===== src/rtl/fixed_point_div_arbiter.sv =====
// fixed_point_div_arbiter
// Shares one multi-cycle fixed-point divider among NUM_REQ requesters, one
// operation at a time. A round-robin pointer chooses the next requester. Its
// operands are latched and issued to the divider, and the arbiter waits for
// the divider's done. The quotient and an error code then return to that
// requester with a one-cycle one-hot pulse.
//
// Optional feature macro: DIV_ARB_TIMEOUT_EN
//   When defined, a watchdog ends the WAIT state after TIMEOUT_CYCLES cycles
//   without div_done_in. The response then carries q=0 and err=11.
//   When undefined, WAIT holds until done arrives, and err is never 11.
//
// Ports
//   clk_in, rst_in          clock, synchronous active-high reset
//   req_valid_in/ready_out  per-requester handshake (transfer on valid&ready)
//   req_a_in/req_b_in       packed dividends/divisors, requester i at [i*WIDTH +: WIDTH]
//   rsp_valid_out           one-hot response pulse to the owning requester
//   rsp_q_out/rsp_err_out   shared quotient and error code (00 ok, 01 zerodiv,
//                           10 overflow, 11 timeout), held until the next response
//   div_valid_out/a/b       issue side towards the divider
//   div_busy_in..div_q_in   status and result from the divider
module fixed_point_div_arbiter #(
  parameter int NUM_REQ        = 4,
  parameter int WIDTH          = 16,
  parameter int TIMEOUT_CYCLES = 64
) (
  input  logic                       clk_in,
  input  logic                       rst_in,
  input  logic [NUM_REQ-1:0]         req_valid_in,
  output logic [NUM_REQ-1:0]         req_ready_out,
  input  logic [NUM_REQ*WIDTH-1:0]   req_a_in,
  input  logic [NUM_REQ*WIDTH-1:0]   req_b_in,
  output logic [NUM_REQ-1:0]         rsp_valid_out,
  output logic [WIDTH-1:0]           rsp_q_out,
  output logic [1:0]                 rsp_err_out,
  output logic                       div_valid_out,
  output logic [WIDTH-1:0]           div_a_out,
  output logic [WIDTH-1:0]           div_b_out,
  input  logic                       div_busy_in,
  input  logic                       div_done_in,
  input  logic                       div_valid_in,
  input  logic                       div_zerodiv_in,
  input  logic                       div_overflow_in,
  input  logic [WIDTH-1:0]           div_q_in
);

  localparam int IDXW = (NUM_REQ > 1) ? $clog2(NUM_REQ) : 1;
  localparam int SUMW = IDXW + 1;

  if (NUM_REQ < 2 || WIDTH < 1 || TIMEOUT_CYCLES < 1) begin : g_paramCheck
    $error("fixed_point_div_arbiter: NUM_REQ must be >= 2, WIDTH and TIMEOUT_CYCLES >= 1");
  end

  typedef enum logic [1:0] {
    ST_IDLE,
    ST_ISSUE,
    ST_WAIT,
    ST_RESP
  } state_t;

  state_t             r_state;
  state_t             w_nextState;
  logic [IDXW-1:0]    r_ptr;
  logic [IDXW-1:0]    r_tag;
  logic [WIDTH-1:0]   r_divA;
  logic [WIDTH-1:0]   r_divB;
  logic [WIDTH-1:0]   r_rspQ;
  logic [1:0]         r_rspErr;

  logic [IDXW-1:0]    w_grant;
  logic               w_grantFound;
  logic [SUMW-1:0]    w_sum;
  logic [IDXW-1:0]    w_slot;
  logic [NUM_REQ-1:0] w_grantOneHot;
  logic [NUM_REQ-1:0] w_tagOneHot;
  logic [WIDTH-1:0]   w_selA;
  logic [WIDTH-1:0]   w_selB;
  logic               w_accept;
  logic               w_done;
  logic               w_timeout;

  // Round-robin search. Slots are visited from the farthest offset back to
  // the pointer itself, so the last match written is the nearest requester
  // at or after the pointer (wrapping past NUM_REQ-1 to 0).
  always_comb begin
    w_grant      = '0;
    w_grantFound = 1'b0;
    w_sum        = '0;
    w_slot       = '0;
    for (int k = NUM_REQ - 1; k >= 0; k--) begin
      w_sum = {1'b0, r_ptr} + SUMW'(k);
      if (w_sum >= SUMW'(NUM_REQ)) begin
        w_sum = w_sum - SUMW'(NUM_REQ);
      end
      w_slot = w_sum[IDXW-1:0];
      if (req_valid_in[w_slot]) begin
        w_grant      = w_slot;
        w_grantFound = 1'b1;
      end
    end
  end

  // Decode the winning index into a one-hot grant and select its operands.
  // Also decode the latched tag, which drives the response pulse.
  always_comb begin
    w_selA        = '0;
    w_selB        = '0;
    w_grantOneHot = '0;
    w_tagOneHot   = '0;
    for (int i = 0; i < NUM_REQ; i++) begin
      if (w_grant == IDXW'(i)) begin
        w_selA           = req_a_in[i*WIDTH +: WIDTH];
        w_selB           = req_b_in[i*WIDTH +: WIDTH];
        w_grantOneHot[i] = 1'b1;
      end
      if (r_tag == IDXW'(i)) begin
        w_tagOneHot[i] = 1'b1;
      end
    end
  end

`ifdef DIV_ARB_TIMEOUT_EN
  localparam int CNTW = $clog2(TIMEOUT_CYCLES + 1);
  logic [CNTW-1:0] r_waitCnt;

  // The watchdog is held at zero while issuing, so it starts from zero on
  // the first WAIT cycle. It then counts every WAIT cycle.
  always_ff @(posedge clk_in) begin
    if (rst_in) begin
      r_waitCnt <= '0;
    end else if (r_state == ST_ISSUE) begin
      r_waitCnt <= '0;
    end else if (r_state == ST_WAIT) begin
      r_waitCnt <= r_waitCnt + 1'b1;
    end
  end
`endif

  // State register. The divider shares this reset, so any operation still
  // in flight is simply dropped.
  always_ff @(posedge clk_in) begin
    if (rst_in) begin
      r_state <= ST_IDLE;
    end else begin
      r_state <= w_nextState;
    end
  end

  // Next-state logic and the handshake strobes. Ready is combinational, so
  // a requester that drops valid before it is granted is simply skipped.
  // The issue strobe is gated by busy, so the divider sees exactly one valid.
  always_comb begin
    w_nextState   = r_state;
    req_ready_out = '0;
    rsp_valid_out = '0;
    div_valid_out = 1'b0;
    w_accept      = 1'b0;
    w_done        = 1'b0;
    w_timeout     = 1'b0;
    case (r_state)
      ST_IDLE: begin
        if (w_grantFound) begin
          req_ready_out = w_grantOneHot;
          w_accept      = 1'b1;
          w_nextState   = ST_ISSUE;
        end
      end
      ST_ISSUE: begin
        if (!div_busy_in) begin
          div_valid_out = 1'b1;
          w_nextState   = ST_WAIT;
        end
      end
      ST_WAIT: begin
        if (div_done_in) begin
          w_done      = 1'b1;
          w_nextState = ST_RESP;
        end
`ifdef DIV_ARB_TIMEOUT_EN
        else if (r_waitCnt == CNTW'(TIMEOUT_CYCLES - 1)) begin
          w_timeout   = 1'b1;
          w_nextState = ST_RESP;
        end
`endif
      end
      ST_RESP: begin
        rsp_valid_out = w_tagOneHot;
        w_nextState   = ST_IDLE;
      end
      default: begin
        w_nextState = ST_IDLE;
      end
    endcase
  end

  // Datapath registers. Operands are sampled only in the accept cycle. They
  // stay on the divider port through ISSUE and WAIT and are zeroed afterwards.
  // A quotient from a divider result that is not valid is forced to zero. With
  // no error flag, an invalid result is reported as overflow. The pointer
  // moves past the requester that was just served.
  always_ff @(posedge clk_in) begin
    if (rst_in) begin
      r_ptr    <= '0;
      r_tag    <= '0;
      r_divA   <= '0;
      r_divB   <= '0;
      r_rspQ   <= '0;
      r_rspErr <= 2'b00;
    end else begin
      if (w_accept) begin
        r_tag  <= w_grant;
        r_divA <= w_selA;
        r_divB <= w_selB;
      end
      if (w_done) begin
        r_rspQ   <= div_valid_in ? div_q_in : '0;
        r_rspErr <= div_zerodiv_in  ? 2'b01 :
                    div_overflow_in ? 2'b10 :
                    div_valid_in    ? 2'b00 : 2'b10;
      end
      if (w_timeout) begin
        r_rspQ   <= '0;
        r_rspErr <= 2'b11;
      end
      if (w_done || w_timeout) begin
        r_divA <= '0;
        r_divB <= '0;
      end
      if (r_state == ST_RESP) begin
        r_ptr <= (r_tag == IDXW'(NUM_REQ - 1)) ? '0 : r_tag + 1'b1;
      end
    end
  end

  assign div_a_out   = r_divA;
  assign div_b_out   = r_divB;
  assign rsp_q_out   = r_rspQ;
  assign rsp_err_out = r_rspErr;

endmodule


===== config.mk =====
export PLATFORM = sky130hd
export DESIGN_NAME = fixed_point_div_arbiter
export DESIGN_NICKNAME = d
export VERILOG_FILES = /design/src/rtl/fixed_point_div_arbiter.sv
export SDC_FILE = /design/constraint.sdc
export NUM_CORES = 1
export LEC_CHECK = 0
export CORE_MARGIN = 8
export CORE_UTILIZATION = 35
export DETAILED_ROUTE_END_ITERATION = 8
export PLACE_DENSITY = 0.81
export SLEW_MARGIN = 20
export SYNTH_ARGS = -nofsm -noshare
export SYNTH_HDL_FRONTEND = slang
export SYNTH_SLANG_ARGS = --single-unit
export TNS_END_PERCENT = 1

===== constraint.sdc =====
create_clock -name clk_in -period 2.1 [get_ports clk_in]
set_clock_uncertainty 0.05 [all_clocks]
set_input_delay 0.42 -clock clk_in [delete_from_list [all_inputs] [get_ports clk_in]]
set_output_delay 0.42 -clock clk_in [all_outputs]
set_load 0.02 [all_outputs]

---- After elaboration in Yosys (flattened, before gate mapping) ----
Cells that the tools add are included.
word-level totals
  register bits ........................... 56
  bits in latches ......................... 0
  bits in writable memories ............... 0
  bits in read-only memories .............. 0
  input bits .............................. 155
  output and inout port bits .............. 59
  word-level logic and storage cells ...... 94
  memories ................................ 0
operators by class
  add/subtract/negate cells ............... 8
  $mul .................................... 0
  div/mod/pow operators ................... 0
  $lt $le $gt $ge ......................... 8
  equal/unequal tests ..................... 12
  shift-type cells ........................ 0
  multiplexer cells ....................... 54
  bitwise gates (word level) .............. 0
  reduce and logical (&&, ||, !) cells .... 5
operators by type and width
  cell                                                        count
  2-to-1 mux 16 bit                                           9
  2-to-1 mux 2 bit                                            15
  2-to-1 mux 1 bit                                            22
  equality test 2 bit, second input constant                  6
  less-than comparator 2 x 3 -> 1 bit, second input constant  4
  2-to-1 mux 4 bit                                            3
  >= comparator 3 bit, second input constant                  3
  binary-select mux 1 bit (select 2 bit)                      4
  case mux 2 bit (4 select lines)                             1
  subtractor 2 x 1 -> 2 bit, second input constant            4
  adder 2 x 2 -> 3 bit, second input constant                 2
  equality test 2 x 1 -> 1 bit, second input constant         3
  logical NOT 2 bit                                           3
  inequality test 2 bit, second input constant                3
  adder 2 x 1 -> 3 bit, second input constant                 1
  >= comparator 2 x 3 -> 1 bit, second input constant         1
  AND reduction 3 bit                                         1
  adder 2 x 1 -> 2 bit, second input constant                 1
  OR reduction 2 bit                                          1

---- Depth between registers and ports, before layout ----
Gate-level depths: netlist of run 1.
  depth after elaboration ................. 14
  gate-level depth with buffers ........... 8
  mapped depth without buffers ............ 7

---- Worst setup path before layout of run 1 ----
No wires, ideal clock.
  path kind ............................... input port to output port
  start ................................... input req_valid_in[2]
  end ..................................... output req_ready_out[0]
  data arrival time ....................... 1.683 ns
  required time ........................... 1.630 ns
  setup slack ............................. -0.053 ns
  cell stages on the path ................. 6
  buffers on the path ..................... 1
  cell sequence ........................... nor2b_1 a311oi_1 or2_1 and2_1 buf_2 nor2b_1
between the ends
  cells in the longest elaborated chain, start to end .. 10
  elaborated cells on any way between the ends .. 20
  those cells by class .................... 19 x mux; 1 x reduce/logical
ends and longest elaborated chain
  element                                 line  RTL
  start: declaration                      29    input logic [NUM_REQ-1:0] req_valid_in,
  binary-select mux 1 bit (select 2 bit)  96    if (req_valid_in[w_slot]) begin
  2-to-1 mux 1 bit (implied by the code)  96
  2-to-1 mux 2 bit (4 in series)          96
  logical NOT 2 bit                       111   if (w_grant == IDXW'(i)) begin
  2-to-1 mux 1 bit                        111
  2-to-1 mux 4 bit *                      162   if (w_grantFound) begin
  2-to-1 mux 4 bit *                      160   case (r_state)
  end: declaration                        30    output logic [NUM_REQ-1:0] req_ready_out,
Mark *: on every way between the ends. The rest lies on a longest branch, timed or not. The select of a mux whose other input is x is not followed.

---- Final worst setup path of run 1 ----
  start ................................... input req_valid_in[0]
  end ..................................... output req_ready_out[2]
between the ends
  cells in the longest elaborated chain, start to end .. 10
  elaborated cells on any way between the ends .. 20
  those cells by class .................... 1 x eq/ne; 19 x mux
ends and longest elaborated chain
  element                                 line
  binary-select mux 1 bit (select 2 bit)  96
  2-to-1 mux 1 bit (implied by the code)  96
  2-to-1 mux 2 bit (4 in series)          96
  equality test 2 bit                     111
  2-to-1 mux 1 bit                        111
  2-to-1 mux 4 bit *                      162
  2-to-1 mux 4 bit *                      160
Marked as above.

==> results.sh, run 1 <==
export IMPL_antenna_cells=0
export IMPL_cts_buffers=5
export IMPL_internal_power_mw=3.156
export IMPL_ctsHoldBuffers=0
export IMPL_die_area_um2=11840
export IMPL_hpwl_mm=9.515
export IMPL_synth_distinct_cells=33
export IMPL_wl_mm=12.02
export IMPL_viasPerCell=5.030
export IMPL_core_area_um2=8551
export IMPL_hold_depth=2
export IMPL_reg2reg_slack_ns=0.05
export IMPL_cts_tree="done"
export IMPL_syn_area_per_cell_um2=10.39
export IMPL_path_class="input pin to primary output"
export IMPL_tightest_slew_ns=0.3738
export IMPL_seq_area_frac_synth_pct=37.19
export IMPL_place_ws_ns=-0.8707
export IMPL_post_route_util_pct=66.83
export IMPL_cts_sinks=56
export IMPL_core_rowCount=34
export IMPL_outcome="finished, violations left"
export IMPL_worst_hold_path_endpoint="rsp_err_out[0]"
export IMPL_antenna_left=0
export IMPL_min_from="rsp_err_out[0]"
export IMPL_r2r_start="r_ptr[1]"
export IMPL_drt_pass1_iterations=4
export IMPL_clock_power_share_pct=12.6
export IMPL_rsz0062_at_grt="yes"
export IMPL_final_common_cell="clkdlybuf4s50_1"
export IMPL_pin_count=214
export IMPL_yosys_warnings=0
export IMPL_max_freq_mhz=475.1
export IMPL_drive_gt1_share_pct=17.67
export IMPL_violations="negative setup slack"
export IMPL_die_w_um=108.8
export IMPL_ys_flop_type="dfxtp_1"
export IMPL_worst_ep_required_time_ns=1.63
export IMPL_synth_top_area_share_pct=37.19
export IMPL_syn_inst=290
export IMPL_cts_path_max_buffers=2
export IMPL_first_global_vias=3453
export IMPL_cp_end_kind="primary output"
export IMPL_fin_ws_ns=-0.004988
export IMPL_die_y_um=108.8
export IMPL_clk_latency_ns=0.31
export IMPL_initial_core_util_pct=35.25
export IMPL_leakage_nw=2.271
export IMPL_whs_ns=0.4121
export IMPL_routabilityCongestion=0.8596
export IMPL_numPortBuffers=213
export IMPL_layout_common_cells="200 x clkdlybuf4s50_1, 58 x mux2i_1, 53 x dfxtp_1"
export IMPL_grt_usage_pct=18.37
export IMPL_h_tree_depth=2
export IMPL_cap_viol_max_count=0
export IMPL_overflow=0
export IMPL_finalHoldViolations=0
export IMPL_hold_path_class="flop to flop"
export IMPL_setup_viol=1
export IMPL_p_total_mw=5.044
export IMPL_slew_headroom_pct=75.08
export IMPL_syn_nets=453
export IMPL_swShare_pct=37.41
export IMPL_area_growth_pct=89.58
export IMPL_maxSlewViolCount=0
export IMPL_antenna_found_initial=0
export IMPL_post_route_min_period_ns=2.105
export IMPL_finalNetCount=694
export IMPL_ys_top_cells_by_area="dfxtp_1 37%, mux2i_1 20%, a2bb2oi_1 7.0%"
export IMPL_ir_drop_mv=0.3625
export IMPL_cp_arrival_ns=1.63
export IMPL_worstPathMaxFanout=4
export IMPL_pwr_share_seq_pct=29.9
export IMPL_grt_pass1_wl_mm=17.46
export IMPL_wl_per_cell_um=18.78
export IMPL_start_kind="input pin"
export IMPL_cts_root_buffer="clkbuf_8"
export IMPL_ff2ff_path_depth=7
export IMPL_power_density_nw_per_um2=882.6
export IMPL_num_vias=3219
export IMPL_async_flop_share_pct=0
export IMPL_r2r_end="div_b_out[6]"
export IMPL_p_switching_mw=1.887
export IMPL_fin_crit_sh_pct=100.2
export IMPL_grt_max_degree=30
export IMPL_remaining_drc_errors=0
export IMPL_yosysTopAreaCell="dfxtp_1"
export IMPL_synth_edff_count=0
export IMPL_power_share_combinational_pct=57.5
export IMPL_drt_iter0_markers=78
export IMPL_synth_seq_cells=56
export IMPL_clk_pin_slew_ns=0.11
export IMPL_syn_cell_area_um2=3014
-- registers in the layout (all words and copies together) (netlist names) --
register and cells:
div_a_out 16, div_b_out 16, rsp_q_out 16, r_ptr 2
r_state 2, r_tag 2, rsp_err_out 2
-- area by class of cell --
type                       instances  area, um2
tap                              108      135.1
inverter                           6      22.52
timing repair buffer             255       2505
clock buffer                       5      68.82
sequential                        56       1127
multi-input combinational        207       1829
clock inverter                     3      26.28
fill                             688       2836
-- metal layers --
metal,routed length (um),GRT usage [%],up-vias,part of all wire [%]
met3,1116,7.033,8,9.3
li1,-,-,1570,-
met4,110,3.617,0,0.92
met5,0,0,-,0
met2,6197,33.04,123,52
met1,4591,20.12,1518,38
-- cells in the mapped netlist, drive strengths merged (3+ instances only) --
cell	number
ha	8
o221ai	8
a22o	16
dfxtp	56
nor2	11
nand2b	3
nand2	6
clkbuf	4
inv	6
a21oi	15
mux2i	59
mux2	8
nor2b	6
a2bb2oi	24
and2	5
buf	17
o21ai	24
-- repair_timing --
item	in CTS	in global routing
pin swaps	2	5
setup buffers	0	3
endpoints found under the setup margin	41	20
gates cloned	0	1
resized for setup	43	19
-- worst max-delay path: stages --
cell and delay [ns]:
clkdlybuf4s15_2 0.23, nand2_1 0.09, a311oi_2 0.11, buf_4 0.17
or3_4 0.36, nor2_1 0.09, buf_4 0.15
-- cells by family (layout without fill, tap and decap cells) --
| family | after synthesis | count (layout) | share of synthesized area [%] |
|---|---|---|---|
| flops | 56 | 56 | 37.19 |
| simple gates | 39 | 39 | 7.057 |
| mux | 67 | 67 | 23.58 |
| compound gates | 93 | 93 | 23.83 |
| buf+inv | 27 | 269 | 5.023 |
| fa+ha+maj | 8 | 8 | 3.321 |
-- per-stage QoR --
step	instances	cell area, um2	TNS, ns
after floorplan	290	3017	-0.02985
after global placement	628	5493	-16.95
after detailed placement	628	5493	-19.15
after CTS	636	5597	-0.07787
after global routing	640	5714	-0.6214
final	640	5714	-0.004988
-- how the worst max path moves through the flow --
stage	startpoint	endpoint	cells after the start
finish	req_valid_in[0]	req_ready_out[2]	7
global placement	req_valid_in[2]	req_ready_out[0]	7
detailed placement	req_valid_in[2]	req_ready_out[0]	7
global route	r_ptr[1]	div_b_out[12]	8
floorplan	req_valid_in[1]	req_ready_out[2]	6
CTS	r_ptr[1]	req_ready_out[1]	6
-- power by group through the flow --
| stage | Combinational, mW | Clock, mW | Sequential, mW |
|---|---|---|---|
| after detailed placement | 2.78 | 0 | 1.53 |
| after CTS | 2.78 | 0.660 | 1.51 |
| final | 2.90 | 0.635 | 1.51 |
| after floorplan | 1.08 | 0 | 1.81 |
| after global routing | 3.11 | 0.709 | 1.55 |
| after global placement | 2.72 | 0 | 1.52 |
Power figures use the tool's default switching activity.
==> run 2: changes to the inputs <==
--- a/config.mk
+++ b/config.mk
@@ -7,6 +7,7 @@
 export LEC_CHECK = 0
 export CORE_MARGIN = 8
 export CORE_UTILIZATION = 35
+export CTS_CLUSTER_DIAMETER = 60
 export DETAILED_ROUTE_END_ITERATION = 8
 export PLACE_DENSITY = 0.81
 export SLEW_MARGIN = 20
==> results of run 2 <==
The final DEF is identical to that of run 1; final timing and power are the same.
==> run 3: changes to the inputs <==
==> constraint.sdc (replaced) <==
create_clock -name clk_in -period 2.4 [get_ports clk_in]
set_clock_uncertainty 0.05 [all_clocks]
set_input_delay 0.48 -clock clk_in [delete_from_list [all_inputs] [get_ports clk_in]]
set_output_delay 0.48 -clock clk_in [all_outputs]
set_load 0.02 [all_outputs]
==> run 3 against run 2 <==
The run now ends clean. First-iteration DRC count rose by 2.6%. Register-to-register slack improved by 0.09 ns. Largest power group unchanged. Non-clock buffer count fell by 9. Utilization fell by 1.1 points. Global-route usage rose by 0.25 points. Combinational power fell by 19%. Critical endpoint is now rsp_valid_out[2].
==> results.sh, run 3 (same netlist as run 1, synthesis figures left out) <==
export IMPL_outcome="complete, no violations"
export IMPL_slew_headroom_pct=57.78
export IMPL_fin_crit_sh_pct=96.84
export IMPL_hold_path_class="flop to flop"
export IMPL_drive_gt1_share_pct=14.15
export IMPL_max_stage_delay_ns=0.60
export IMPL_first_global_vias=3556
export IMPL_finalNetCount=685
export IMPL_hpwl_mm=9.478
export IMPL_pin_count=214
export IMPL_final_common_cell="clkdlybuf4s50_1"
export IMPL_ff_latch_area_um2=1121
export IMPL_power_density_nw_per_um2=800.0
export IMPL_setup_viol=0
export IMPL_leakage_nw=2.198
export IMPL_grt_usage_pct=18.62
export IMPL_cts_setup_buffers=0
export IMPL_dp_cells=623
export IMPL_cap_viol_max_count=0
export IMPL_antenna_cells=0
export IMPL_r2r_end="div_a_out[2]"
export IMPL_layout_common_cells="205 x clkdlybuf4s50_1, 59 x mux2i_1, 56 x dfxtp_1"
export IMPL_h_tree_depth=2
export IMPL_r2r_start="r_ptr[1]"
export IMPL_ff2ff_path_depth=7
export IMPL_clk_latency_ns=0.31
export IMPL_die_y_um=108.8
export IMPL_post_route_min_period_ns=2.324
export IMPL_area_growth_pct=86.47
export IMPL_cp_end_kind="primary output"
export IMPL_drt_iter0_markers=80
export IMPL_cts_path_max_buffers=2
export IMPL_cts_buffers=5
export IMPL_post_route_util_pct=65.73
export IMPL_worstPathMaxFanout=6
export IMPL_cts_sinks=56
export IMPL_clk_pin_slew_ns=0.10
export IMPL_start_kind="flop"
export IMPL_cp_arrival_ns=1.79
export IMPL_multi_input_comb_area_um2=1788
export IMPL_numPortBuffers=213
export IMPL_grt_pass1_wl_mm=17.61
export IMPL_wl_per_cell_um=18.21
export IMPL_viasPerCell=5.055
export IMPL_core_area_um2=8551
export IMPL_path_cells="buf_4, ha_1, and2_1, clkdlybuf4s50_1"
export IMPL_stdcell_count=631
export IMPL_num_vias=3190
export IMPL_crit_path_top_delay_cell="clkdlybuf4s50_1"
export IMPL_hold_depth=2
export IMPL_worst_hold_path_endpoint="rsp_err_out[0]"
export IMPL_routabilityCongestion=0.8172
export IMPL_ir_drop_mv=0.4583
export IMPL_overflow=0
export IMPL_initial_core_util_pct=35.25
export IMPL_core_rowCount=34
export IMPL_stdcell_area_um2=5620
export IMPL_reg2reg_slack_ns=0.14
export IMPL_nFillCells=683
export IMPL_max_freq_mhz=430.3
export IMPL_cts_root_buffer="clkbuf_8"
export IMPL_finalHoldViolations=0
export IMPL_antenna_left=0
export IMPL_die_w_um=108.8
export IMPL_cts_tree="done"
export IMPL_wl_mm=11.49
export IMPL_maxSlewViolCount=0
export IMPL_antenna_found_initial=0
export IMPL_place_area_um2=5453
export IMPL_tightest_slew_ns=0.6334
export IMPL_remaining_drc_errors=0
export IMPL_worst_ep_required_time_ns=1.87
export IMPL_drt_pass1_iterations=4
export IMPL_path_class="flop to primary output"
export IMPL_die_area_um2=11840
export IMPL_grt_max_degree=39
export IMPL_min_from="rsp_err_out[0]"
run 3: cell types whose count changed in the layout (fill, tap and decap cells not counted), sizes merged:
cell,before,now
buf,46,37
bufinv,0,3
clkbuf,6,7
clkdlybuf4s15,2,1
clkdlybuf4s50,200,205
clkinv,1,0
dlygate4sd2,6,1
inv,8,6
run 3: worst max-delay path by stage:
stage,depth (start not counted),startpoint,endpoint
2_1_floorplan,6,req_valid_in[2],req_ready_out[0]
3_3_place_gp,7,req_valid_in[0],req_ready_out[0]
3_5_place_dp,7,req_valid_in[2],req_ready_out[0]
4_1_cts,7,req_valid_in[0],req_ready_out[0]
5_1_grt,6,r_ptr[1],req_ready_out[3]
6_report,4,r_state[0],rsp_valid_out[2]
run 3: final cells by class:
cell class / count / area share [%]
multi-input cells: 207 / 31.81
clock buffers: 5 / 1.224
flip-flops and latches: 56 / 19.95
repair buffers: 246 / 42.61
well taps: 108 / 2.404
clock inverters: 3 / 1.603
inverters: 6 / 0.4007
run 3: stage by stage:
stage / hold slack [ns] / setup slack, ns / setup TNS (ns) / power [mW]
2_1_floorplan: 0.4192 / 0.1266 / 0 / 2.529
3_3_place_gp: 0.3924 / -0.7036 / -9.283 / 3.644
3_5_place_dp: 0.4091 / -0.7753 / -11.94 / 3.703
4_1_cts: 0.4243 / 0.03447 / 0 / 4.544
5_1_grt: 0.4554 / -0.01582 / -0.01582 / 4.757
6_report: 0.4239 / 0.07592 / 0 / 4.496
run 3: power by group:
part	switching [mW]	internal, mW
registers	0.144	1.17
clock network	0.310	0.521
logic	1.10	1.25
total	1.56	2.94
run 3: layer usage:
metal  vias to the layer above  GRT usage (%)  share of wire, %
li1                       1552              -                 -
met1                      1482          18.41                36
met2                       143          33.44                50
met3                        13          9.752                13
met4                         0          4.985               1.4
met5                         -              0                 0
run 3: worst max-delay path, delay by kind of cell (launching register included):
kind	cells	cell delay (ns)
buffers and inverters	2	0.72
flip-flops	1	0.34
adder cells (fa/ha/maj)	1	0.26
AND/OR/NAND/NOR	1	0.16
run 3: what timing repair did:
action	4_1_cts	5_1_grt
hold endpoints to repair	0	0
hold buffers	0	0
endpoints found under the setup margin	17	4
resized for setup	27	8
pin swaps	2	2
